[src/rtl/lbuf_writer_pkg.sv]
// Shared line-buffer constants for the capture writer and the output timing
// generator: buffer geometry, the {line, x} write-address packing, and the
// lock-state encoding.
package lbuf_writer_pkg;

    localparam int LBUF_LINES = 40;
    localparam int LBUF_XW    = 9;
    localparam int LBUF_YW    = 6;
    localparam int LBUF_AW    = LBUF_YW + LBUF_XW;

    typedef enum logic [1:0] {
        UNLOCKED = 2'd0,
        MEASURE  = 2'd1,
        CONFIRM  = 2'd2,
        LOCKED   = 2'd3
    } lock_state_t;

    function automatic logic [LBUF_AW-1:0] lbuf_pack_addr(input logic [LBUF_YW-1:0] line,
                                                          input logic [LBUF_XW-1:0] x);
        return {line, x};
    endfunction

    function automatic logic [LBUF_YW-1:0] lbuf_addr_line(input logic [LBUF_AW-1:0] addr);
        return addr[LBUF_AW-1:LBUF_XW];
    endfunction

    function automatic logic [LBUF_XW-1:0] lbuf_addr_x(input logic [LBUF_AW-1:0] addr);
        return addr[LBUF_XW-1:0];
    endfunction

endpackage

[src/rtl/sync_edge_det.sv]
// Falling-edge detector for the negative-polarity source syncs.
// Ports:
//   PCLK, reset_n        source pixel clock, async active-low reset
//   HSYNC_in, VSYNC_in   raw source syncs
//   hs_fall, vs_fall     high in the cycle a sync input is first seen low
// The previous-value registers run every PCLK regardless of pix_en and reset
// high so that a sync already low at reset release reads as an edge.
module sync_edge_det (
    input  logic PCLK,
    input  logic reset_n,
    input  logic HSYNC_in,
    input  logic VSYNC_in,
    output logic hs_fall,
    output logic vs_fall
);

    logic prev_hs;
    logic prev_vs;

    always_ff @(posedge PCLK or negedge reset_n) begin
        if (!reset_n) begin
            prev_hs <= 1'b1;
            prev_vs <= 1'b1;
        end else begin
            prev_hs <= HSYNC_in;
            prev_vs <= VSYNC_in;
        end
    end

    assign hs_fall = prev_hs & ~HSYNC_in;
    assign vs_fall = prev_vs & ~VSYNC_in;

endmodule

[src/rtl/lbuf_writer.sv]
// Capture-side line-buffer writer. Tracks source H/V position in pix_en ticks,
// qualifies source timing, and writes active pixels into a circular buffer of
// NUM_LINES lines.
// Ports:
//   PCLK, reset_n         source pixel clock, async active-low reset
//   pix_en                pixel-valid qualifier
//   HSYNC_in, VSYNC_in    negative-polarity source syncs
//   pix_in                source pixel
//   wr_en/wr_addr/wr_data buffer write port, address {line, x}
//   locked                source timing qualified
//   frame_start           one-cycle pulse per frame start
//   h_total, v_total      length of last complete line / frame
//
// state    | meaning
// UNLOCKED | no timing reference; waiting for a frame start
// MEASURE  | learning line length and frame height
// CONFIRM  | checking one more frame against the learned height
// LOCKED   | timing qualified; active pixels are written
module lbuf_writer
    import lbuf_writer_pkg::*;
#(
    parameter int DATA_W    = 12,
    parameter int X_OFFSET  = 64,
    parameter int H_ACTIVE  = 384,
    parameter int Y_OFFSET  = 16,
    parameter int V_ACTIVE  = 224,
    parameter int NUM_LINES = LBUF_LINES,
    parameter int H_TOL     = 2
) (
    input  logic               PCLK,
    input  logic               reset_n,
    input  logic               pix_en,
    input  logic               HSYNC_in,
    input  logic               VSYNC_in,
    input  logic [DATA_W-1:0]  pix_in,
    output logic               wr_en,
    output logic [LBUF_AW-1:0] wr_addr,
    output logic [DATA_W-1:0]  wr_data,
    output logic               locked,
    output logic               frame_start,
    output logic [11:0]        h_total,
    output logic [10:0]        v_total
);

    localparam logic [11:0]        HPOS_MAX  = 12'hFFF;
    localparam logic [10:0]        VPOS_MAX  = 11'h7FF;
    localparam logic [11:0]        X_LO      = 12'(X_OFFSET);
    localparam logic [11:0]        X_HI      = 12'(X_OFFSET + H_ACTIVE);
    localparam logic [10:0]        Y_LO      = 11'(Y_OFFSET);
    localparam logic [10:0]        Y_HI      = 11'(Y_OFFSET + V_ACTIVE);
    localparam logic [LBUF_YW-1:0] LIDX_LAST = LBUF_YW'(NUM_LINES - 1);
    localparam logic [11:0]        TOL       = 12'(H_TOL);

    logic               hs_fall;
    logic               vs_fall;
    logic [11:0]        hpos;
    logic [10:0]        vpos;
    logic [10:0]        vpos_nxt;
    logic [LBUF_YW-1:0] lidx;
    logic               vs_pend;
    lock_state_t        state;
    lock_state_t        state_nxt;
    logic [11:0]        h_ref;
    logic [10:0]        v_ref;
    logic               ref_valid;
    logic               bad;

    logic               fs_cond;
    logic               in_col;
    logic               in_row;
    logic               wr_cond;
    logic [10:0]        v_meas;
    logic [11:0]        h_diff;
    logic               h_dev;
    logic               bad_eff;

    sync_edge_det u_sync_edge_det (
        .PCLK     (PCLK),
        .reset_n  (reset_n),
        .HSYNC_in (HSYNC_in),
        .VSYNC_in (VSYNC_in),
        .hs_fall  (hs_fall),
        .vs_fall  (vs_fall)
    );

    // A VS edge only arms the frame start; the HS edge that follows fires it.
    // A pending flag set in the same cycle as an HS edge is not yet visible.
    assign fs_cond = hs_fall & vs_pend;
    assign in_col  = (hpos >= X_LO) && (hpos < X_HI);
    assign in_row  = (vpos >= Y_LO) && (vpos < Y_HI);
    assign wr_cond = locked & pix_en & ~hs_fall & in_col & in_row;
    assign v_meas  = vpos + 11'd1;

    // Line-length deviation of the line ending on this HS edge, against the
    // first line of the current frame.
    assign h_diff  = (hpos >= h_ref) ? (hpos - h_ref) : (h_ref - hpos);
    assign h_dev   = ref_valid && (h_diff > TOL);
    assign bad_eff = bad | (hs_fall & h_dev);

    always_comb begin
        vpos_nxt = vpos;
        if (fs_cond) begin
            vpos_nxt = '0;
        end else if (hs_fall && (vpos != VPOS_MAX)) begin
            vpos_nxt = vpos + 11'd1;
        end
    end

    always_comb begin
        state_nxt = state;
        if (fs_cond) begin
            unique case (state)
                UNLOCKED: state_nxt = MEASURE;
                MEASURE:  if (!bad_eff && (v_meas > Y_HI)) state_nxt = CONFIRM;
                CONFIRM:  state_nxt = (!bad_eff && (v_meas == v_ref)) ? LOCKED : MEASURE;
                LOCKED:   if (bad_eff || (v_meas != v_ref)) state_nxt = UNLOCKED;
                default:  state_nxt = UNLOCKED;
            endcase
        end else if ((state == LOCKED) && (vpos_nxt == VPOS_MAX)) begin
            // VSYNC lost: vertical counter ran out without a frame start.
            state_nxt = UNLOCKED;
        end
    end

    always_ff @(posedge PCLK or negedge reset_n) begin
        if (!reset_n) begin
            state       <= UNLOCKED;
            locked      <= 1'b0;
            frame_start <= 1'b0;
            wr_en       <= 1'b0;
            wr_addr     <= '0;
            wr_data     <= '0;
            h_total     <= '0;
            v_total     <= '0;
            hpos        <= '0;
            vpos        <= '0;
            lidx        <= '0;
            vs_pend     <= 1'b0;
            h_ref       <= '0;
            v_ref       <= '0;
            ref_valid   <= 1'b0;
            bad         <= 1'b0;
        end else begin
            state       <= state_nxt;
            locked      <= (state_nxt == LOCKED);
            frame_start <= fs_cond;
            wr_en       <= wr_cond;
            vpos        <= vpos_nxt;

            if (wr_cond) begin
                wr_data <= pix_in;
                wr_addr <= lbuf_pack_addr(lidx, LBUF_XW'(hpos - X_LO));
            end

            if (vs_fall) begin
                vs_pend <= 1'b1;
            end else if (fs_cond) begin
                vs_pend <= 1'b0;
            end

            if (hs_fall) begin
                h_total <= hpos;
                hpos    <= '0;
            end else if (pix_en && (hpos != HPOS_MAX)) begin
                hpos <= hpos + 12'd1;
            end

            if (fs_cond) begin
                v_total <= v_meas;
                lidx    <= '0;
            end else if (hs_fall && in_row) begin
                lidx <= (lidx == LIDX_LAST) ? '0 : lidx + LBUF_YW'(1);
            end

            if (fs_cond) begin
                ref_valid <= 1'b0;
                bad       <= 1'b0;
                if ((state == MEASURE) && (state_nxt == CONFIRM)) begin
                    v_ref <= v_meas;
                end
            end else if (hs_fall) begin
                if (!ref_valid) begin
                    h_ref     <= hpos;
                    ref_valid <= 1'b1;
                end else if (h_dev) begin
                    bad <= 1'b1;
                end
            end
        end
    end

endmodule

[config.mk]
export PLATFORM = sky130hd
export DESIGN_NAME = lbuf_writer
export DESIGN_NICKNAME = d
export VERILOG_FILES = /design/src/rtl/lbuf_writer_pkg.sv /design/src/rtl/sync_edge_det.sv /design/src/rtl/lbuf_writer.sv
export SDC_FILE = /design/constraint.sdc
export NUM_CORES = 1
export LEC_CHECK = 0
export CAP_MARGIN = 20
export CORE_MARGIN = 2
export CORE_UTILIZATION = 34
export DETAILED_ROUTE_END_ITERATION = 8
export SKIP_CTS_REPAIR_TIMING = 1
export SKIP_LAST_GASP = 1
export SYNTH_ARGS = -nofsm -noshare
export SYNTH_HDL_FRONTEND = slang
export SYNTH_SLANG_ARGS = --single-unit
[constraint.sdc]
create_clock -name PCLK -period 4.59 [get_ports PCLK]
set_clock_uncertainty 0.15 [all_clocks]
set_input_delay 0.6885 -clock PCLK [delete_from_list [all_inputs] [get_ports PCLK]]
set_output_delay 0.6885 -clock PCLK [all_outputs]
set_load 0.1 [all_outputs]
Yosys cells after proc, flatten, opt, wreduce, memory -nomap -nowiden

Cells that the tools add are included.

Bits in registers: 112
Output and inout port bits: 53
Bits in writable memories: 0
Latch bits: 0
Logic and storage cells: 100
Memories kept: 0
Memory bits (read-only): 0
Input bits: 17

Bitwise gates (word level): 14
Reductions and logical operators: 22
Equality and inequality tests: 11
Mux-type cells: 22
$add $sub $neg: 6
Shifts and indexed selects: 0
$mul: 0
Order comparisons: 7
Divide/modulo/power cells: 0

Operator list:

| cell                                                                             | count |
|---|---|
| 12-bit two-way mux                                                               | 3 |
| 12-bit subtractor                                                                | 2 |
| 11-bit two-way mux                                                               | 2 |
| 6-bit two-way mux                                                                | 3 |
| 12-bit by 1-bit adder with 12-bit output, second input constant                  | 1 |
| 12-bit >= comparator                                                             | 1 |
| 12-bit by 7-bit >= comparator with 1-bit output, second input constant           | 1 |
| 12-bit by 2-bit greater-than comparator with 1-bit output, second input constant | 1 |
| 12-bit by 9-bit < comparator with 1-bit output, second input constant            | 1 |
| 12-bit inequality test, second input constant                                    | 1 |
| 2-bit nonzero test                                                               | 6 |
| 11-bit by 1-bit adder with 11-bit output, second input constant                  | 1 |
| 11-bit == test                                                                   | 1 |
| 11-bit == test, second input constant                                            | 1 |
| 11-bit by 5-bit >= comparator with 1-bit output, second input constant           | 1 |
| 11-bit by 8-bit greater-than comparator with 1-bit output, second input constant | 1 |
| 11-bit by 8-bit < comparator with 1-bit output, second input constant            | 1 |
| 11-bit inequality test                                                           | 1 |
| 11-bit inequality test, second input constant                                    | 1 |
| 1-bit logical AND                                                                | 10 |
| 2-bit two-way mux                                                                | 5 |
| 9-bit by 7-bit subtractor with 9-bit output, second input constant               | 1 |
| 1-bit AND                                                                        | 8 |
| 2-bit == test, second input constant                                             | 4 |
| other kinds (12)                                                                 | 24 |

Longest topological paths before layout

Depth after elaboration: 14
Mapped depth: 14
Depth with buffers taken out: 13

Hierarchy

Synthesis repeated with hierarchy kept, for this count alone.

Cells, all modules: 667
Area, all modules: 6585.1 um^2

By module, submodules not included:

| module        | times used | area an instance (um^2) | cells each | seq. area each (um^2) |
|---|---|---|---|---|
| lbuf_writer   | 1          | 6505.0                  | 663        | 2752.6 |
| sync_edge_det | 1          | 80.1                    | 4          | 52.6 |

Worst setup path before layout

No wires, ideal clock.

Kind: reg2reg
Start point: reg hpos[0]
End point: reg v_ref[1]
Period minus slack after synthesis: 3701 ps
Arrival: 3426 ps
Setup time: 125 ps
Slack: 889 ps
Required time: 4315 ps
Cell stages (with the launch flop): 15
Path buffers: 1
Cell sequence: dfrtp_1 inv_1 ha_1 inv_1 fa_1 a21o_1 a221o_1 a221o_1 or3_1 nand4b_1 o211a_1 a41oi_4 nor4_4 buf_6 mux2_4

Word-level cells in the longest chain between the ends: 14
Elaborated cells on any way between the ends: 20
Classes of those cells: add/sub: 2; order compare: 2; eq/ne: 1; mux: 6; bitwise: 2; reduce/logical: 7

RTL lines:

| item                                                             | RTL line                               | RTL |
|---|---|---|
| start: declaration                                               | lbuf_writer.sv:56                      | `logic [11:0] hpos;` |
| start signal: assignment                                         | lbuf_writer.sv:165                     | `hpos <= hpos + 12'd1;` |
| 12-bit subtractor / 12-bit >= comparator (equally long branches) | lbuf_writer.sv:96                      | `assign h_diff = (hpos >= h_ref) ? (hpos - h_ref) : (h_ref - hpos);` |
| 12-bit two-way mux *                                             | lbuf_writer.sv:96                      |  |
| 12-bit by 2-bit greater-than comparator with 1-bit output *      | lbuf_writer.sv:97                      | `assign h_dev = ref_valid && (h_diff > TOL);` |
| 1-bit logical AND *                                              | lbuf_writer.sv:97                      |  |
| 1-bit AND *                                                      | lbuf_writer.sv:98                      | `assign bad_eff = bad \| (hs_fall & h_dev);` |
| 1-bit OR *                                                       | lbuf_writer.sv:98                      |  |
| 1-bit zero test                                                  | lbuf_writer.sv:114, lbuf_writer.sv:115 |  |
| 1-bit logical AND (on tied branches)                             | lbuf_writer.sv:114, lbuf_writer.sv:115 |  |
| 2-bit two-way mux (on tied branches)                             | lbuf_writer.sv:114, lbuf_writer.sv:115 |  |
| 2-bit case mux with 4 select lines *                             | lbuf_writer.sv:112                     | `unique case (state)` |
| 2-bit two-way mux *                                              | lbuf_writer.sv:111                     | `if (fs_cond) begin` |
| 2-bit == test *                                                  | lbuf_writer.sv:178                     | `if ((state == MEASURE) && (state_nxt == CONFIRM)) begin` |
| 1-bit logical AND *                                              | lbuf_writer.sv:178                     |  |
| 2-bit AND reduction (no source line) *                           | --                                     |  |
| end signal: assignment                                           | lbuf_writer.sv:179                     | `v_ref <= v_meas;` |
| end: declaration                                                 | lbuf_writer.sv:64                      | `logic [10:0] v_ref;` |

Mark *: on every way between the ends. The rest lies on a longest branch, timed or not.
A chain may end at the register's enable or synchronous reset.

Worst setup path after layout

Start point: reg hpos[0]
End point: reg v_ref[4]

The elaborated chain is that of the path after synthesis.

==> key figures <==
Status
  – Status: finished, final reports clean

Worst setup path
  – Kind of critical path: flip-flop to flip-flop
  – FF-to-FF setup slack: 0.67 ns
  – Worst r2r src: hpos[0]$_DFFE_PN0P_
  – Cells on worst reg2reg path: 14
  – CP Data Arrival Time: 4.06 ns
  – CP endpoint kind: flip-flop
  – CP required: around 4.7 ns
  – Worst-path maximum fanout: 9
  – Critical R2R Capture: v_ref[4]$_DFFE_PN0P_
  – Crit start category: flip-flop

Logic synthesis
  – Synth area leader: dfrtp_1
  – Sequential share of the synthesized area: 0.428
  – Synth warnings: 0
  – EDFF count, synth: 0
  – Synth Register Bits: 112
  – Post-Synthesis Cells: 678
  – Post-synthesis average cell area: between 9 and 10 um2
  – Area fraction of the dominant cell type after synthesis: 0.420
  – Top-count cell post-synth: dfrtp_1
  – Commonest cells post-synth: dfrtp_1, nand2_1, o21ai_0
  – Synthesized cell area: 0.00656 mm2
  – Synth async-reset ratio: 1.00
  – Mapped Nets: 728
  – Netlist cell types: 74
  – Primary FF master, synth: dfrtp_1
  – Synth top area cells: dfrtp_1, ha_1, mux2_2

Clock tree
  – CTS tree: done
  – Clock sinks: between 100 and 150
  – Total CTS buffers: 9
  – Root buffer cell: clkbuf_16
  – Reg clk slew, reported paths: 0.07 ns
  – H-tree depth: 3
  – Clk_lat worst skew: 0.36 ns
  – Clock Tree Buf Depth: 2

Routing
  – Drt via density: 4.98
  – WL/cell: 15.6 um
  – Detailed Routing Iterations Pass 1: 4
  – Vias post-DR: 4,975
  – Final WL: 15,600 um
  – Post-route DRC: 0
  – Remaining antenna violation count: 0
  – Iteration-0 DRC Markers: roughly 300

Timing
  – Endpoints failing hold: 0
  – FMAX: 255 MHz
  – Worst hold slack: 0.103 ns
  – Final Setup Violations: 0
  – Max Slew Vio Count: 0
  – Setup TNS Final: 0 ns
  – Period Utilization, post-route: 0.855
  – Final min period: 3.92 ns
  – Normalized max-slew margin: 0.316
  – RSZ-0062 raised after global routing: no
  – Slew @ Worst Pin: around 1 ns

Power and ir drop
  – LEAKAGE: 3.48 nW
  – Switch share: 0.398
  – Clock share of power: 0.225
  – Pwr/cell area: 457 mW/mm2
  – Power Internal: 0.00215 W
  – Combinational Power Share: 0.437
  – Share of power burned in registers: 0.338
  – Max IR drop VDD: 204 uV
  – P_sw: 0.00142 W
  – Overall power: between 0.003 and 0.004 W

Cells and area
  – Fin nets: just under 800
  – Layout cell share with drive strength beyond 1: 0.107
  – Fin cells: 998
  – N_diodes: 0
  – Synthesis-to-finish area growth: 19.0%

Floorplan
  – Chip width: 143 um
  – Core Region: 0.0188 mm2
  – Full die area: approximately 0.020 mm2
  – Boundary pin count: 70
  – Initial Util: 0.348
  – Num rows: 50
  – Die height: 143 um

GRT
  – Gr usage total: 0.161
  – Number of global-route vias before repair: 4,946
  – Initial antenna violation count: 0
  – Largest net degree at the start of global routing: 49
  – First-pass GRT wire length: 26,100 um
  – GRT overflow: 0

Placement
  – Placer congestion estimate: ~0.84
  – Hpwl dp: 11,400 um
  – Cell count after placement: approximately 980
  – Number of I/O port buffers: 69

Run
  – MaxCap Viol Count: 0

Hold path
  – Hold Crit Class: input pin to async pin
[power groups by stage]
stage | combinational, W | sequential (W) | clock (W)
2_1_floorplan | 0.00107 | 0.00134 | 0
3_3_place_gp | 0.00155 | 0.00122 | 0
3_5_place_dp | 0.00155 | 0.00122 | 0
4_1_cts | 0.00155 | 0.00121 | 0.000830
5_1_grt | 0.00171 | 0.00122 | 0.000855
6_report | 0.00156 | 0.00120 | 0.000802
[logic make-up after synthesis]
family                   synth area share
flip-flops                          0.428
adder cells (fa/ha/maj)            0.0652
multiplexers                       0.0668
XOR/XNOR                           0.0706
buffers and inverters              0.0532
AND/OR/NAND/NOR                     0.171
AO/OA/AOI/OAI                       0.145
[flip-flops by register name (all words and copies together), names as in the netlist]
name,flops
wr_en,1
u_sync_edge_det.prev_vs,1
hpos,12
lidx,6
v_ref,11
ref_valid,1
h_ref,12
wr_data,12
locked,1
vs_pend,1
bad,1
wr_addr,15
state,2
u_sync_edge_det.prev_hs,1
v_total,11
h_total,12
frame_start,1
vpos,11
[worst max path at each step]
stage | startpoint | end | slack, ns
floorplan | hpos[0]$_DFFE_PN0P_ | v_ref[1]$_DFFE_PN0P_ | 0.89
global placement | hpos[0]$_DFFE_PN0P_ | v_ref[8]$_DFFE_PN0P_ | 0.75
detailed placement | hpos[0]$_DFFE_PN0P_ | v_ref[5]$_DFFE_PN0P_ | 0.67
CTS | hpos[2]$_DFFE_PN0P_ | v_ref[4]$_DFFE_PN0P_ | 0.65
global route | hpos[2]$_DFFE_PN0P_ | v_ref[4]$_DFFE_PN0P_ | 0.37
finish | hpos[0]$_DFFE_PN0P_ | v_ref[4]$_DFFE_PN0P_ | 0.67
[area by class of cell]
cell class / count / area (um2)
clock buffers: 9 / 225
inverters: 49 / 184
well taps: 260 / 325
repair buffers: 81 / 778
fillers: 1838 / 11000
clock inverters: 6 / 70.1
flip-flops and latches: 112 / 2810
multi-input cells: 481 / 3420
[layout by cell type (no fill, tap or decap), types with 13 or more instances in the layout]
master / instances
clkdlybuf4s50_1: 68
a21oi_1: 21
dfrtp_1: 110
mux2_2: 26
ha_1: 31
nand3_1: 18
mux2i_1: 13
buf_4: 13
nor2_1: 49
xnor2_1: 28
o21ai_0: 51
nand2_1: 73
inv_1: 48
[per-layer routing]
metal / vias to the layer above / part of all wire / global-route usage
met2: 103 / 0.44 / 0.238
li1: 2480 / - / -
met4: 0 / 0.016 / 0.0521
met5: - / 0 / 0
met3: 13 / 0.050 / 0.0298
met1: 2379 / 0.50 / 0.238
[stage by stage]
stage / util / worst slack (ns) / area, um2
after floorplan: - / 0.889 / 6560
after global placement: 0.399 / 0.751 / 7510
final: 0.414 / 0.667 / 7800
after global routing: 0.414 / 0.369 / 7800
after CTS: 0.414 / 0.654 / 7800
after detailed placement: 0.399 / 0.667 / 7510
[worst max-delay path, cell delays in order (launching register included)]
cell      delay (ns)
dfrtp_1         0.43
inv_1           0.15
ha_1            0.18
inv_1           0.05
fa_1            0.39
a21o_1          0.20
a221o_1         0.38
a221o_1         0.35
or3_1           0.31
nand4b_1        0.11
o211a_1         0.19
a41oi_4         0.15
nor4_4          0.33
buf_4           0.27
mux2i_1         0.21
Note: power is estimated with default switching activity, not from simulation.
